==> src/rtl/snake_pkg.sv <==
// Shared types and constants for the snake game flow controller.
// IR command words, screen states and static screen bitmaps.
package snake_pkg;

  typedef enum logic [1:0] {
    IDLE  = 2'd0,
    PLAY  = 2'd1,
    PAUSE = 2'd2,
    OVER  = 2'd3
  } state_t;

  localparam logic [31:0] CMD_UP    = 32'h20DF6A95;
  localparam logic [31:0] CMD_DOWN  = 32'h20DFEA15;
  localparam logic [31:0] CMD_LEFT  = 32'h20DF1AE5;
  localparam logic [31:0] CMD_RIGHT = 32'h20DF9A65;
  localparam logic [31:0] CMD_OK    = 32'h20DF22DD;

  localparam logic [255:0] START_GRID = {8{32'h0FF0_8001}};
  localparam logic [255:0] END_GRID   = {8{32'h8181_7E7E}};

  function automatic logic [7:0] sat_add(
    input logic [7:0] a,
    input logic [7:0] b
  );
    logic [8:0] s;
    s = {1'b0, a} + {1'b0, b};
    return s[8] ? 8'hFF : s[7:0];
  endfunction

endpackage

==> src/rtl/screen_sequencer_if.sv <==
// Bundle between the sequencer and IR, game core, pos2grid, display.
// master drives the sequencer inputs; slave is the sequencer side.
interface screen_sequencer_if;
  logic [31:0]  ir_word;
  logic         ir_valid;
  logic         game_tick;
  logic         game_over;
  logic         food_eaten;
  logic [15:0]  row_data;
  logic [3:0]   row_idx;
  logic [255:0] disp_grid;
  logic         game_rst;
  logic         game_en;
  logic [7:0]   score;
  logic [7:0]   high_score;
  logic [1:0]   state;

  modport master (
    output ir_word, ir_valid, game_tick,
    output game_over, food_eaten, row_data,
    input  row_idx, disp_grid, game_rst,
    input  game_en, score, high_score, state
  );

  modport slave (
    input  ir_word, ir_valid, game_tick,
    input  game_over, food_eaten, row_data,
    output row_idx, disp_grid, game_rst,
    output game_en, score, high_score, state
  );
endinterface

==> src/rtl/frame_scanner.sv <==
// Scans pos2grid one row per cycle into a shadow buffer and commits
// a whole frame when the last row is captured.
module frame_scanner
  import snake_pkg::*;
(
  input  logic         clk,
  input  logic         reset,
  input  logic [15:0]  i_row_data,
  input  logic         i_commit_en,
  input  logic         i_clear,
  output logic [3:0]   o_row_idx,
  output logic [255:0] o_frame
);

  logic [3:0]        r_row;
  logic [15:0][15:0] r_shadow;
  logic [255:0]      r_frame;

  always_ff @(posedge clk or posedge reset) begin
    if (reset) begin
      r_row    <= '0;
      r_shadow <= '0;
      r_frame  <= '0;
    end else begin
      r_row <= r_row + 4'd1;
      if (i_clear) begin
        r_shadow <= '0;
        r_frame  <= '0;
      end else begin
        r_shadow[r_row] <= i_row_data;
        // row 15 comes straight from the bus so the frame is whole
        if (i_commit_en && r_row == 4'hF)
          r_frame <= {i_row_data, r_shadow[14:0]};
      end
    end
  end

  assign o_row_idx = r_row;
  assign o_frame   = r_frame;

endmodule

==> src/rtl/screen_sequencer.sv <==
// Game-flow controller: screen FSM, step gating, score keeping
// and display source selection.
module screen_sequencer
  import snake_pkg::*;
#(
  parameter int unsigned OVER_HOLD  = 100_000_000,
  parameter int unsigned SCORE_STEP = 5
) (
  input  logic               clk,
  input  logic               reset,
  screen_sequencer_if.slave  bus
);

  localparam int unsigned HW = $clog2(OVER_HOLD + 1);
  localparam logic [HW-1:0] HOLD_MAX = HW'(OVER_HOLD);
  localparam logic [7:0] STEP = 8'(SCORE_STEP);

  state_t        r_state;
  state_t        w_nxt;
  logic [HW-1:0] r_hold;
  logic [7:0]    r_score;
  logic [7:0]    r_high;
  logic          r_game_rst;
  logic          r_game_en;
  logic          w_down;
  logic          w_ok;
  logic          w_up;
  logic          w_start;
  logic          w_commit_en;
  logic [3:0]    w_row_idx;
  logic [255:0]  w_frame;

  assign w_down = bus.ir_valid && bus.ir_word == CMD_DOWN;
  assign w_ok   = bus.ir_valid && bus.ir_word == CMD_OK;
  assign w_up   = bus.ir_valid && bus.ir_word == CMD_UP;

  always_comb begin
    w_nxt = r_state;
    unique case (r_state)
      IDLE:  if (w_down) w_nxt = PLAY;
      PLAY: begin
        if (bus.game_over) w_nxt = OVER;
        else if (w_ok)     w_nxt = PAUSE;
      end
      PAUSE: if (w_ok) w_nxt = PLAY;
      OVER:  if (w_up && r_hold == HOLD_MAX) w_nxt = IDLE;
      default: w_nxt = IDLE;
    endcase
  end

  assign w_start     = (r_state == IDLE) && (w_nxt == PLAY);
  assign w_commit_en = (r_state == PLAY) || (r_state == PAUSE);

  always_ff @(posedge clk or posedge reset) begin
    if (reset) begin
      r_state    <= IDLE;
      r_hold     <= '0;
      r_score    <= '0;
      r_high     <= '0;
      r_game_rst <= 1'b1;
      r_game_en  <= 1'b0;
    end else begin
      r_state    <= w_nxt;
      r_game_rst <= (w_nxt == IDLE);
      r_game_en  <= bus.game_tick && r_state == PLAY
                    && !bus.game_over;
      // counter sits at 0 outside OVER, so entry always starts fresh
      if (r_state != OVER)
        r_hold <= '0;
      else if (r_hold != HOLD_MAX)
        r_hold <= r_hold + HW'(1);
      if (w_start)
        r_score <= '0;
      else if (r_state == PLAY && bus.food_eaten)
        r_score <= sat_add(r_score, STEP);
      if (r_state == PLAY && w_nxt == OVER && r_score > r_high)
        r_high <= r_score;
    end
  end

  frame_scanner u_scan (
    .clk         (clk),
    .reset       (reset),
    .i_row_data  (bus.row_data),
    .i_commit_en (w_commit_en),
    .i_clear     (w_start),
    .o_row_idx   (w_row_idx),
    .o_frame     (w_frame)
  );

  assign bus.disp_grid  = (r_state == IDLE) ? START_GRID :
                          (r_state == OVER) ? END_GRID : w_frame;
  assign bus.row_idx    = w_row_idx;
  assign bus.game_rst   = r_game_rst;
  assign bus.game_en    = r_game_en;
  assign bus.score      = r_score;
  assign bus.high_score = r_high;
  assign bus.state      = r_state;

endmodule

==> src/flat_wrapper.sv <==
// flat-port wrapper written by rule: the top's interface ports become plain ports
module screen_sequencer_flat import snake_pkg::*;
#(
  parameter int unsigned OVER_HOLD  = 100_000_000,
  parameter int unsigned SCORE_STEP = 5
)
  (clk, reset, bus_ir_word, bus_ir_valid, bus_game_tick, bus_game_over, bus_food_eaten, bus_row_data, bus_row_idx, bus_disp_grid, bus_game_rst, bus_game_en, bus_score, bus_high_score, bus_state);
  screen_sequencer_if bus_i ();
  input  logic clk;
  input  logic reset;
  input wire logic [$bits(bus_i.ir_word)-1:0] bus_ir_word;
  input wire logic [$bits(bus_i.ir_valid)-1:0] bus_ir_valid;
  input wire logic [$bits(bus_i.game_tick)-1:0] bus_game_tick;
  input wire logic [$bits(bus_i.game_over)-1:0] bus_game_over;
  input wire logic [$bits(bus_i.food_eaten)-1:0] bus_food_eaten;
  input wire logic [$bits(bus_i.row_data)-1:0] bus_row_data;
  output wire logic [$bits(bus_i.row_idx)-1:0] bus_row_idx;
  output wire logic [$bits(bus_i.disp_grid)-1:0] bus_disp_grid;
  output wire logic [$bits(bus_i.game_rst)-1:0] bus_game_rst;
  output wire logic [$bits(bus_i.game_en)-1:0] bus_game_en;
  output wire logic [$bits(bus_i.score)-1:0] bus_score;
  output wire logic [$bits(bus_i.high_score)-1:0] bus_high_score;
  output wire logic [$bits(bus_i.state)-1:0] bus_state;
  assign bus_i.ir_word = bus_ir_word;
  assign bus_i.ir_valid = bus_ir_valid;
  assign bus_i.game_tick = bus_game_tick;
  assign bus_i.game_over = bus_game_over;
  assign bus_i.food_eaten = bus_food_eaten;
  assign bus_i.row_data = bus_row_data;
  assign bus_row_idx = bus_i.row_idx;
  assign bus_disp_grid = bus_i.disp_grid;
  assign bus_game_rst = bus_i.game_rst;
  assign bus_game_en = bus_i.game_en;
  assign bus_score = bus_i.score;
  assign bus_high_score = bus_i.high_score;
  assign bus_state = bus_i.state;
  screen_sequencer #(.OVER_HOLD(OVER_HOLD), .SCORE_STEP(SCORE_STEP)) u_core (.clk(clk), .reset(reset), .bus(bus_i));
endmodule
==> config.mk <==
export PLATFORM = sky130hd
export DESIGN_NAME = screen_sequencer_flat
export DESIGN_NICKNAME = d
export VERILOG_FILES = /design/src/rtl/snake_pkg.sv /design/src/rtl/screen_sequencer_if.sv /design/src/rtl/frame_scanner.sv /design/src/rtl/screen_sequencer.sv /design/src/flat_wrapper.sv
export SDC_FILE = /design/constraint.sdc
export NUM_CORES = 1
export LEC_CHECK = 0
export ABC_AREA = 1
export ABC_CLOCK_PERIOD_IN_PS = 27800
export CAP_MARGIN = 20
export CORE_MARGIN = 3
export CORE_UTILIZATION = 30
export DETAILED_ROUTE_END_ITERATION = 10
export REMOVE_ABC_BUFFERS = 1
export SLEW_MARGIN = 20
export SYNTH_ARGS = -nofsm -noshare
export SYNTH_HDL_FRONTEND = slang
export SYNTH_SLANG_ARGS = --single-unit
==> constraint.sdc <==
create_clock -name clk -period 27.8 [get_ports clk]
set_input_delay 5.56 -clock clk [delete_from_list [all_inputs] [get_ports clk]]
set_output_delay 5.56 -clock clk [all_outputs]
set_load 0.02 [all_outputs]
==> results.md, run 1 <==
- Status: finished clean
- Area Growth Syn to Fin: 24.2%
- Hold Path Cell Cnt: 2
- Most frequent cells in the layout: dfrtp_1 (546), inv_1 (407), nand3_1 (383), nor2_1 (365), clkdlybuf4s50_1 (333)
- Number of CTS-inserted buffers: 66
- Final setup margin: 18.08 ns
- DR vias: 20300
- # setup viols final: 0
- Worst R2R End: u_core.u_scan.r_shadow[189]
- Clock latency on the worst-skew pair: 0.59 ns
- Layout cells sized above 1: 5.28%
- Switching power: 0.00139 W
- Post-synth top flop: dfrtp_1
- Slew HR: 28.4%
- Vias/cell: 4.75
- Highest-delay cell along the critical path: buf_4
- Final Skew: 0.0197 ns
- Worst Hold Class: flip-flop to flip-flop
- Minimum clock period: 9.72 ns
- Sequential power share: 31.1%
- Die height: 295 um
- DRC viols: 0
- WL/cell: 17.4 um
- Drt total wl: 74100 um
- Reg area: 0.0137 mm2
- EDFF count, synth: 0
- Die Width: 295 um
- Synth Register Bits: 547
- Commonest non-fill, non-tap cell in the layout: dfrtp_1
- Area of the mapped netlist: 0.0250 mm2
- Iter 0 DRT Violations: 1409
- CTS Sinks: 547
- Port Buf Inserts: 333
- Io pins: 334
- RSZ-0062 raised after global routing: no
- Worst slew pin tran: 1.07 ns
- Synth warn: 0
- Max Fclk: 103 MHz
- Pwr per Cell Area: 108 mW/mm2
- Antenna Cells: 0
- Worst setup SP type: flip-flop
- Clock transition at the registers of the reported paths: 0.06 ns
- Sink of the worst hold path: u_core.u_scan.o_frame[16]
- HP Start: u_core.u_scan.o_frame[16]
- CTS Hold Buffers Added: 0
- Drt pass-1 iters: 5
- # rows: 105
- Netlist cell types: 40
- Worst EP arrival: 4.16 ns
- Final estimated routing congestion in global placement: 0.768
- Leak: 15.4 nW
- DP Area: 0.0288 mm2
- Maxcap violations: 0
- Avg Cell Area, Syn: 8.46 um2
- Crit path cell chain: inv_1 -> ha_4 -> buf_4 -> inv_2 -> buf_4 -> o21ai_0 -> clkdlybuf4s50_1
- CP dominant cell by count: buf_4
- Vias in the first global route: 19400
- Comb pwr share: 43.2%
- # Post-CTS Setup Buffers: 0
- Reg2Reg Setup Slack: 22.58 ns
- Htree depth: 3
- DP Wirelength: 45500 um
- First-pass GRT wire length: 116000 um
- Int Power: 0.00195 W
- Root Driver: clkbuf_16
- Crit share post-route: 35.0%
- Syn Inst Count: 2951
- Worst r2r src: u_core.bus.state[0]
- Antenna violations before repair: 2
- Worst Setup Slack post-DPL: 17.54 ns
- Largest net degree at the start of global routing: 170
- Area of the multi-input gates: 0.00866 mm2
- Crit Path Max Fanout: 50
- Grt ovf: 0
- Post-route ant nets: 0
- Sw Ratio: 41.6%
- Core area: 0.0822 mm2
- CTS tree: built
- CP max stage delay: 0.67 ns
- Worst vdd ir: 0.0920 mV
- Worst Reg-to-Reg Cells: 11
- Sequential area share after synthesis: 54.8%
- Crit. End Element: output pin
- CTS Buffer Depth: 3
- CTS resizes: 0
- Final Hold Vio Count: 0
- Fraction of registers with async set or reset after synthesis: 100%
- Nets: 3225
- Final Cell Area: 0.0310 mm2
- Gr usage total: 17.0%
- Filler Cell Count: 8446
- Initial core utilization: 30.4%
- Final Max Tran Viols: 0
- Post-Route Setup TNS: 0 ns
- Worst endpoint required time: 22.24 ns
- Die footprint: 0.0867 mm2
- Crit Path Category: flip-flop to output pin
- Clk pwr share: 25.8%
==> synth_stat cells (3+ instances only) <==
cell type	instances	area, um2
nand4_1	10	62.6
clkbuf_1	129	484
nor2_1	365	1370
a21boi_0	72	541
ha_1	19	238
or2_2	9	56.3
inv_1	410	1540
xor2_1	3	26.3
a31oi_1	122	763
buf_1	11	41.3
buf_8	8	120
o21ai_0	265	1330
buf_2	62	310
nand2_2	10	62.6
dfrtp_1	546	13700
buf_6	7	78.8
buf_4	12	90.1
o21ai_1	46	230
nand3_1	388	1940
nor3_1	15	75.1
o21bai_1	8	60.1
nand2_1	319	1200
a21oi_1	79	395
a21boi_1	14	105
==> worst max-delay path: cells and delay by family, from the launching register on <==
family | cells | cell delay [ns]
buf+inv | 5 | 2.30
fa+ha+maj | 1 | 0.55
flops | 1 | 0.46
compound gates | 1 | 0.18
==> cells by family after synthesis <==
group | synth area share, %
AOI/OAI and AO/OA | 13.9
buffers and inverters | 10.8
adders and majority gates | 0.952
xor gates and xnor gates | 0.140
and+or+nand+nor | 19.5
DFF | 54.8
==> layer usage <==
layer | vias up | track usage [%] | routed length, um
met2 | 427 | 27.6 | 34700
met5 | - | 0 | 0
met4 | 0 | 4.16 | 1460
met1 | 9830 | 23.7 | 34800
li1 | 9925 | - | -
met3 | 87 | 2.66 | 3140
==> flip-flops by register name (all words and copies together) (netlist names) <==
name	count
u_core.u_scan.o_row_idx	4
u_core.bus.game_rst	1
u_core.u_scan.r_shadow	240
u_core.bus.high_score	8
u_core.bus.score	8
u_core.bus.game_en	1
u_core.u_scan.o_frame	256
u_core.r_hold	27
u_core.bus.state	2
==> worst max-delay path by stage <==
stage | startpoint | slack (ns) | end | cells after the start
6_report | u_core.bus.state[0] | 18.08 | bus_disp_grid[181] | 7
5_1_grt | u_core.bus.state[0] | 17.74 | bus_disp_grid[181] | 7
3_5_place_dp | bus_ir_word[12] | 17.54 | u_core.u_scan.r_shadow[157] | 14
3_3_place_gp | bus_ir_word[12] | 17.65 | u_core.u_scan.r_shadow[110] | 14
4_1_cts | u_core.bus.state[0] | 17.96 | bus_disp_grid[181] | 7
2_1_floorplan | bus_ir_word[19] | 5.90 | u_core.u_scan.o_frame[100] | 11
==> cell type report <==
class	instances	area share, %
Sequential cell	547	44.1
Multi-Input combinational cell	1762	27.9
Timing Repair Buffer	363	11.6
Clock buffer	95	6.23
Inverter	412	5.04
Tap cell	1070	4.32
Clock inverter	20	0.742
==> through the flow <==
step | utilization (%) | hold WS [ns] | total power, W | std cells
6_report | 37.7 | 0.471 | 0.00334 | 4269
5_1_grt | 37.7 | 0.496 | 0.00356 | 4269
4_1_cts | 37.7 | 0.472 | 0.00339 | 4269
3_5_place_dp | 35.1 | 0.459 | 0.00252 | 4154
3_3_place_gp | 35.1 | 0.454 | 0.00250 | 4154
2_1_floorplan | - | 0.442 | 0.00190 | 2721
==> power groups by stage <==
stage / logic (W) / clock network [W] / registers (W)
after floorplan: 0.000863 / 0 / 0.00104
after CTS: 0.00147 / 0.000888 / 0.00104
final: 0.00144 / 0.000859 / 0.00104
after global placement: 0.00146 / 0 / 0.00104
after global routing: 0.00158 / 0.000918 / 0.00106
after detailed placement: 0.00147 / 0 / 0.00105
No activity file was read; power rests on OpenSTA's default activity.
==> run 2, diff against run 1 <==
--- a/config.mk
+++ b/config.mk
@@ -6,7 +6,7 @@
 export NUM_CORES = 1
 export LEC_CHECK = 0
 export ABC_AREA = 1
-export ABC_CLOCK_PERIOD_IN_PS = 27800
+export ABC_CLOCK_PERIOD_IN_PS = 10000
 export CAP_MARGIN = 20
 export CORE_MARGIN = 3
 export CORE_UTILIZATION = 30
==> constraint.sdc (replaced) <==
create_clock -name clk -period 10 [get_ports clk]
set_input_delay 2 -clock clk [delete_from_list [all_inputs] [get_ports clk]]
set_output_delay 2 -clock clk [all_outputs]
set_load 0.02 [all_outputs]
==> run 2 against run 1 <==
  * Design area is essentially flat
  * Sequential share of layout area is essentially flat
  * Utilization about the same
  * Die area is the same
  * Critical endpoint is now bus_disp_grid[144]
  * Largest power group unchanged
  * Highest routed layer unchanged
==> results.md, run 2 (synthesis results as in run 1) <==
- Most frequent cells in the layout: dfrtp_1 (546), inv_1 (407), nand3_1 (383), nor2_1 (365), clkdlybuf4s50_1 (333)
- Largest net degree at the start of global routing: 160
- Die height: 295 um
- Crit-path leading delay family: buffers and inverters
- Minimum clock period: 6.47 ns
- Number of CTS-inserted buffers: 66
- Commonest non-fill, non-tap cell in the layout: dfrtp_1
- Util after Layout: 37.7%
- DRC viols: 0
- Crit. End Element: output pin
- Final Max Tran Viols: 0
- Worst setup SP type: flip-flop
- Layout cells sized above 1: 5.30%
- Antenna violations before repair: 2
- Vias/cell: 4.74
- RSZ-0062 raised after global routing: no
- CP bufs+invs: 4
- DR vias: 20200
- WL/cell: 17.3 um
- Core area: 0.0822 mm2
- Reg area: 0.0137 mm2
- CP dominant cell by count: buf_4
- # rows: 105
- Port Buf Inserts: 333
- Worst endpoint required time: 8.00 ns
- Clock latency on the worst-skew pair: 0.60 ns
- Status: finished clean
- Iter 0 DRT Violations: 1282
- Htree depth: 3
- Root Driver: clkbuf_16
- Leak: 15.4 nW
- Io pins: 334
- Crit Path Max Fanout: 79
- Pwr per Cell Area: 299 mW/mm2
- CTS tree: built
- # setup viols final: 0
- Die footprint: 0.0867 mm2
- Final estimated routing congestion in global placement: 0.771
- Crit Path Category: flip-flop to output pin
- Worst vdd ir: 0.184 mV
- Initial core utilization: 30.4%
- CTS Sinks: 547
- Final Skew: 0.0232 ns
- Worst slew pin tran: 1.06 ns
- First-pass GRT wire length: 117000 um
- Crit share post-route: 64.7%
- Highest-delay cell along the critical path: buf_4
- Post-Route Setup TNS: 0 ns
- Max reg flops: 256
- Slew HR: 29.5%
- Post-route ant nets: 0
- Grt ovf: 0
- Worst Hold Class: flip-flop to flip-flop
- CP max stage delay: 0.72 ns
- CTS Buffer Depth: 3
- Final Hold Vio Count: 0
- Drt total wl: 74000 um
- Clock transition at the registers of the reported paths: 0.06 ns
- Worst EP arrival: 4.47 ns
- Max Fclk: 155 MHz
- # Post-CTS Setup Buffers: 0
- Filler Cell Count: 8474
- CTS Hold Buffers Added: 0
- CTS resizes: 0
- Maxcap violations: 0
- Area Growth Syn to Fin: 24.2%
- DP Wirelength: 45000 um
- Die Width: 295 um
- Reg2Reg Setup Slack: 4.54 ns
- Drt pass-1 iters: 5
- Worst r2r src: u_core.bus.state[0]
- Vias in the first global route: 19900
- PnR Total Power: 0.00927 W
- Critical Path Start: u_core.bus.state[1]
- Crit path cell chain: ha_4 -> buf_4 -> inv_4 -> buf_4 -> a21oi_1 -> clkdlybuf4s50_1
- Area of the multi-input gates: 0.00866 mm2
- HP Start: u_core.u_scan.r_shadow[129]
- Antenna Cells: 0
- Nets: 3226
- Gr usage total: 17.0%
==> run 2: final timing paths <==
| kind | to | cells after the start |
|---|---|---|
| min | u_core.u_scan.o_frame[129] | 2 |
| max | bus_disp_grid[144] | 6 |
| min in group asynchronous | u_core.u_scan.o_frame[128] | 2 |
| max reg2reg | u_core.u_scan.o_frame[87] | 12 |
| min reg2reg | u_core.u_scan.o_frame[129] | 2 |
| max in group asynchronous | u_core.u_scan.o_frame[33] | 4 |
==> run 2: area by class of cell <==
| cell class | count | share of cell area [%] |
|---|---|---|
| inverter | 412 | 5.03 |
| tap | 1070 | 4.32 |
| multi-input combinational | 1762 | 27.9 |
| clock inverter | 20 | 0.682 |
| clock buffer | 100 | 6.29 |
| sequential | 547 | 44.1 |
| timing repair buffer | 364 | 11.6 |
==> run 2: tightest hold or removal path: cells and delay by family, from the launching register on <==
| family | cells | cell delay [ns] |
|---|---|---|
| AOI/OAI and AO/OA | 1 | 0.07 |
| buffers and inverters | 1 | 0.04 |
| DFF | 1 | 0.34 |
==> run 2: power breakdown <==
group	leakage (nW)	switching, W	total [W]	internal [W]
sequential	7.46	0.000206	0.00288	0.00267
clock	1.04	0.000977	0.00239	0.00141
combinational	6.87	0.00268	0.00400	0.00131
==> run 2: per-layer routing <==
| metal | wire length, um | track usage (%) | share of wire, % | up-vias |
|---|---|---|---|---|
| li1 | - | - | - | 9943 |
| met1 | 34900 | 23.7 | 47 | 9779 |
| met2 | 33800 | 27.2 | 46 | 424 |
| met3 | 3460 | 3.22 | 4.7 | 98 |
| met4 | 1790 | 4.63 | 2.4 | 0 |
| met5 | 0 | 0 | 0 | - |
==> run 2: per-stage QoR <==
stage	instances	hold slack (ns)	instance area, um2	worst slack (ns)
floorplan	2721	0.442	23800	-11.57
global placement	4155	0.455	28900	3.50
detailed placement	4155	0.459	28900	3.43
CTS	4275	0.473	31000	3.41
global route	4275	0.483	31000	3.21
finish	4275	0.468	31000	3.53
==> run 3, diff against run 2 <==
--- a/config.mk
+++ b/config.mk
@@ -6,7 +6,7 @@
 export NUM_CORES = 1
 export LEC_CHECK = 0
 export ABC_AREA = 1
-export ABC_CLOCK_PERIOD_IN_PS = 10000
+export ABC_CLOCK_PERIOD_IN_PS = 5250
 export CAP_MARGIN = 20
 export CORE_MARGIN = 3
 export CORE_UTILIZATION = 30
==> constraint.sdc (replaced) <==
create_clock -name clk -period 5.25 [get_ports clk]
set_input_delay 1.05 -clock clk [delete_from_list [all_inputs] [get_ports clk]]
set_output_delay 1.05 -clock clk [all_outputs]
set_load 0.02 [all_outputs]
==> run 3 against run 2 <==
  * Combinational power up 95%
  * Setup slack worse by 2.8 ns
  * Sequential share of layout area about the same
  * Utilization about the same
  * Non-clock buffer count up 13
  * Via count up 0.37%
  * Clock-buffer cell count down 5
  * Flip-flop and latch count unchanged
  * Global-route usage about the same
  * Largest cell class unchanged
==> results.md, run 3 (synthesis results as in run 1) <==
- Status: finished clean
- Slew HR: 37.8%
- Util after Layout: 37.7%
- Crit path cell chain: ha_4 -> buf_4 -> nor2_1 -> nor2_1 -> clkdlybuf4s50_1
- Worst endpoint required time: 4.20 ns
- Number of CTS-inserted buffers: 61
- Clock transition at the registers of the reported paths: 0.06 ns
- Gr usage total: 17.0%
- Crit Path Category: flip-flop to output pin
- Core area: 0.0822 mm2
- Final Max Tran Viols: 0
- Final estimated routing congestion in global placement: 0.765
- Worst vdd ir: 0.382 mV
- Post-Route Setup TNS: 0 ns
- Htree depth: 2
- Critical Path Stages: 5
- DR vias: 20300
- CTS Buffer Depth: 3
- Crit share post-route: 87.0%
- Filler Cell Count: 8446
- Io pins: 334
- Worst setup SP type: flip-flop
- Die height: 295 um
- Final setup margin: 0.684 ns
- Worst EP arrival: 3.52 ns
- CTS tree: built
- Die footprint: 0.0867 mm2
- Worst Setup Slack post-DPL: 1.12 ns
- Maxcap violations: 0
- Die Width: 295 um
- Grt ovf: 0
- Minimum clock period: 4.57 ns
- WL/cell: 17.4 um
- Area of the multi-input gates: 0.00866 mm2
- Highest-delay cell along the critical path: buf_4
- DP Wirelength: 46300 um
- Most frequent cells in the layout: dfrtp_1 (546), inv_1 (407), nand3_1 (383), nor2_1 (365), clkdlybuf4s50_1 (333)
- Leak: 15.4 nW
- RSZ-0062 raised after global routing: no
- # Post-CTS Setup Buffers: 0
- Max Fclk: 219 MHz
- Post-route ant nets: 0
- Worst Hold Class: flip-flop to flip-flop
- Fin Hold WS: 0.471 ns
- Area Growth Syn to Fin: 24.2%
- Vias in the first global route: 20200
- PnR Total Power: 0.0176 W
- Final Hold Vio Count: 0
- CP bufs+invs: 2
- First-pass GRT wire length: 117000 um
- Antenna violations before repair: 0
- Root Driver: clkbuf_16
- CP max stage delay: 0.79 ns
- CTS Hold Buffers Added: 0
- DRC viols: 0
- Worst Reg-to-Reg Cells: 11
- Worst slew pin tran: 0.933 ns
- # rows: 105
- Final Skew: 0.0215 ns
- Clock latency on the worst-skew pair: 0.61 ns
- Initial core utilization: 30.4%
- Crit-path leading delay family: buffers and inverters
- Hold Path Cell Cnt: 2
- Largest net degree at the start of global routing: 170
- Nets: 3234
- # setup viols final: 0
- Drt pass-1 iters: 5
- Crit. End Element: output pin
- Max reg flops: 256
- Port Buf Inserts: 333
- Iter 0 DRT Violations: 1359
- Reg area: 0.0137 mm2
- Pwr per Cell Area: 568 mW/mm2
- Layout cells sized above 1: 5.27%
- CTS Sinks: 547
- Vias/cell: 4.75
- Commonest non-fill, non-tap cell in the layout: dfrtp_1
- CP dominant cell by count: nor2_1
- Crit Path Max Fanout: 81
- Drt total wl: 74300 um
- CTS resizes: 0
- Antenna Cells: 0
run 3: changes by cell type in the layout (fill, tap and decap cells not counted), moves of 4 or more:
cell        change
buf_12          +6
buf_4           +7
clkbuf_1        +4
clkbuf_16       -5
clkbuf_8        -4
clkinvlp_4      -4
run 3: final timing paths:
check	end	slack [ns]	startpoint
max	bus_disp_grid[41]	0.68	u_core.bus.state[1]
min	u_core.u_scan.o_frame[112]	0.47	u_core.u_scan.o_frame[112]
max reg2reg	u_core.u_scan.r_shadow[96]	1.50	u_core.bus.state[0]
min reg2reg	u_core.u_scan.o_frame[112]	0.47	u_core.u_scan.o_frame[112]
max in group asynchronous	u_core.u_scan.o_frame[41]	3.13	reset
min in group asynchronous	u_core.u_scan.o_frame[134]	0.94	reset
run 3: cell type report:
class | instances | share of cell area, %
clock buffers | 95 | 5.76
clock inverters | 15 | 0.690
inverters | 412 | 5.03
multi-input cells | 1762 | 27.9
flip-flops and latches | 547 | 44.1
well taps | 1070 | 4.32
repair buffers | 377 | 12.2
run 3: metal layers:
metal  GRT usage (%)  wire [um]
met1            23.4      34500
met2            28.4      35300
met3            2.68       3110
met4            3.72       1400
met5               0          0
run 3: power breakdown:
part           internal [W]  switching [W]  leakage (nW)  total [W]
Clock               0.00257        0.00176         0.976    0.00433
Combinational       0.00261        0.00519          6.96    0.00780
Sequential          0.00509       0.000397          7.46    0.00549
run 3: worst register-to-register path: stages (launching register included):
cell and delay [ns]:
dfrtp_1 0.47, inv_1 0.22, ha_4 0.21, buf_12 0.52, nand2_1 0.13, inv_1 0.08, nand2_1 0.11, nand3_4 0.17
buf_12 0.42, buf_12 0.34, nand2_1 0.59, o21ai_0 0.38
run 3: per-stage QoR:
stage / instances / cell area (um2)
floorplan: 2721 / 23800
global placement: 4168 / 29000
detailed placement: 4168 / 29000
CTS: 4278 / 31000
global route: 4278 / 31000
finish: 4278 / 31000
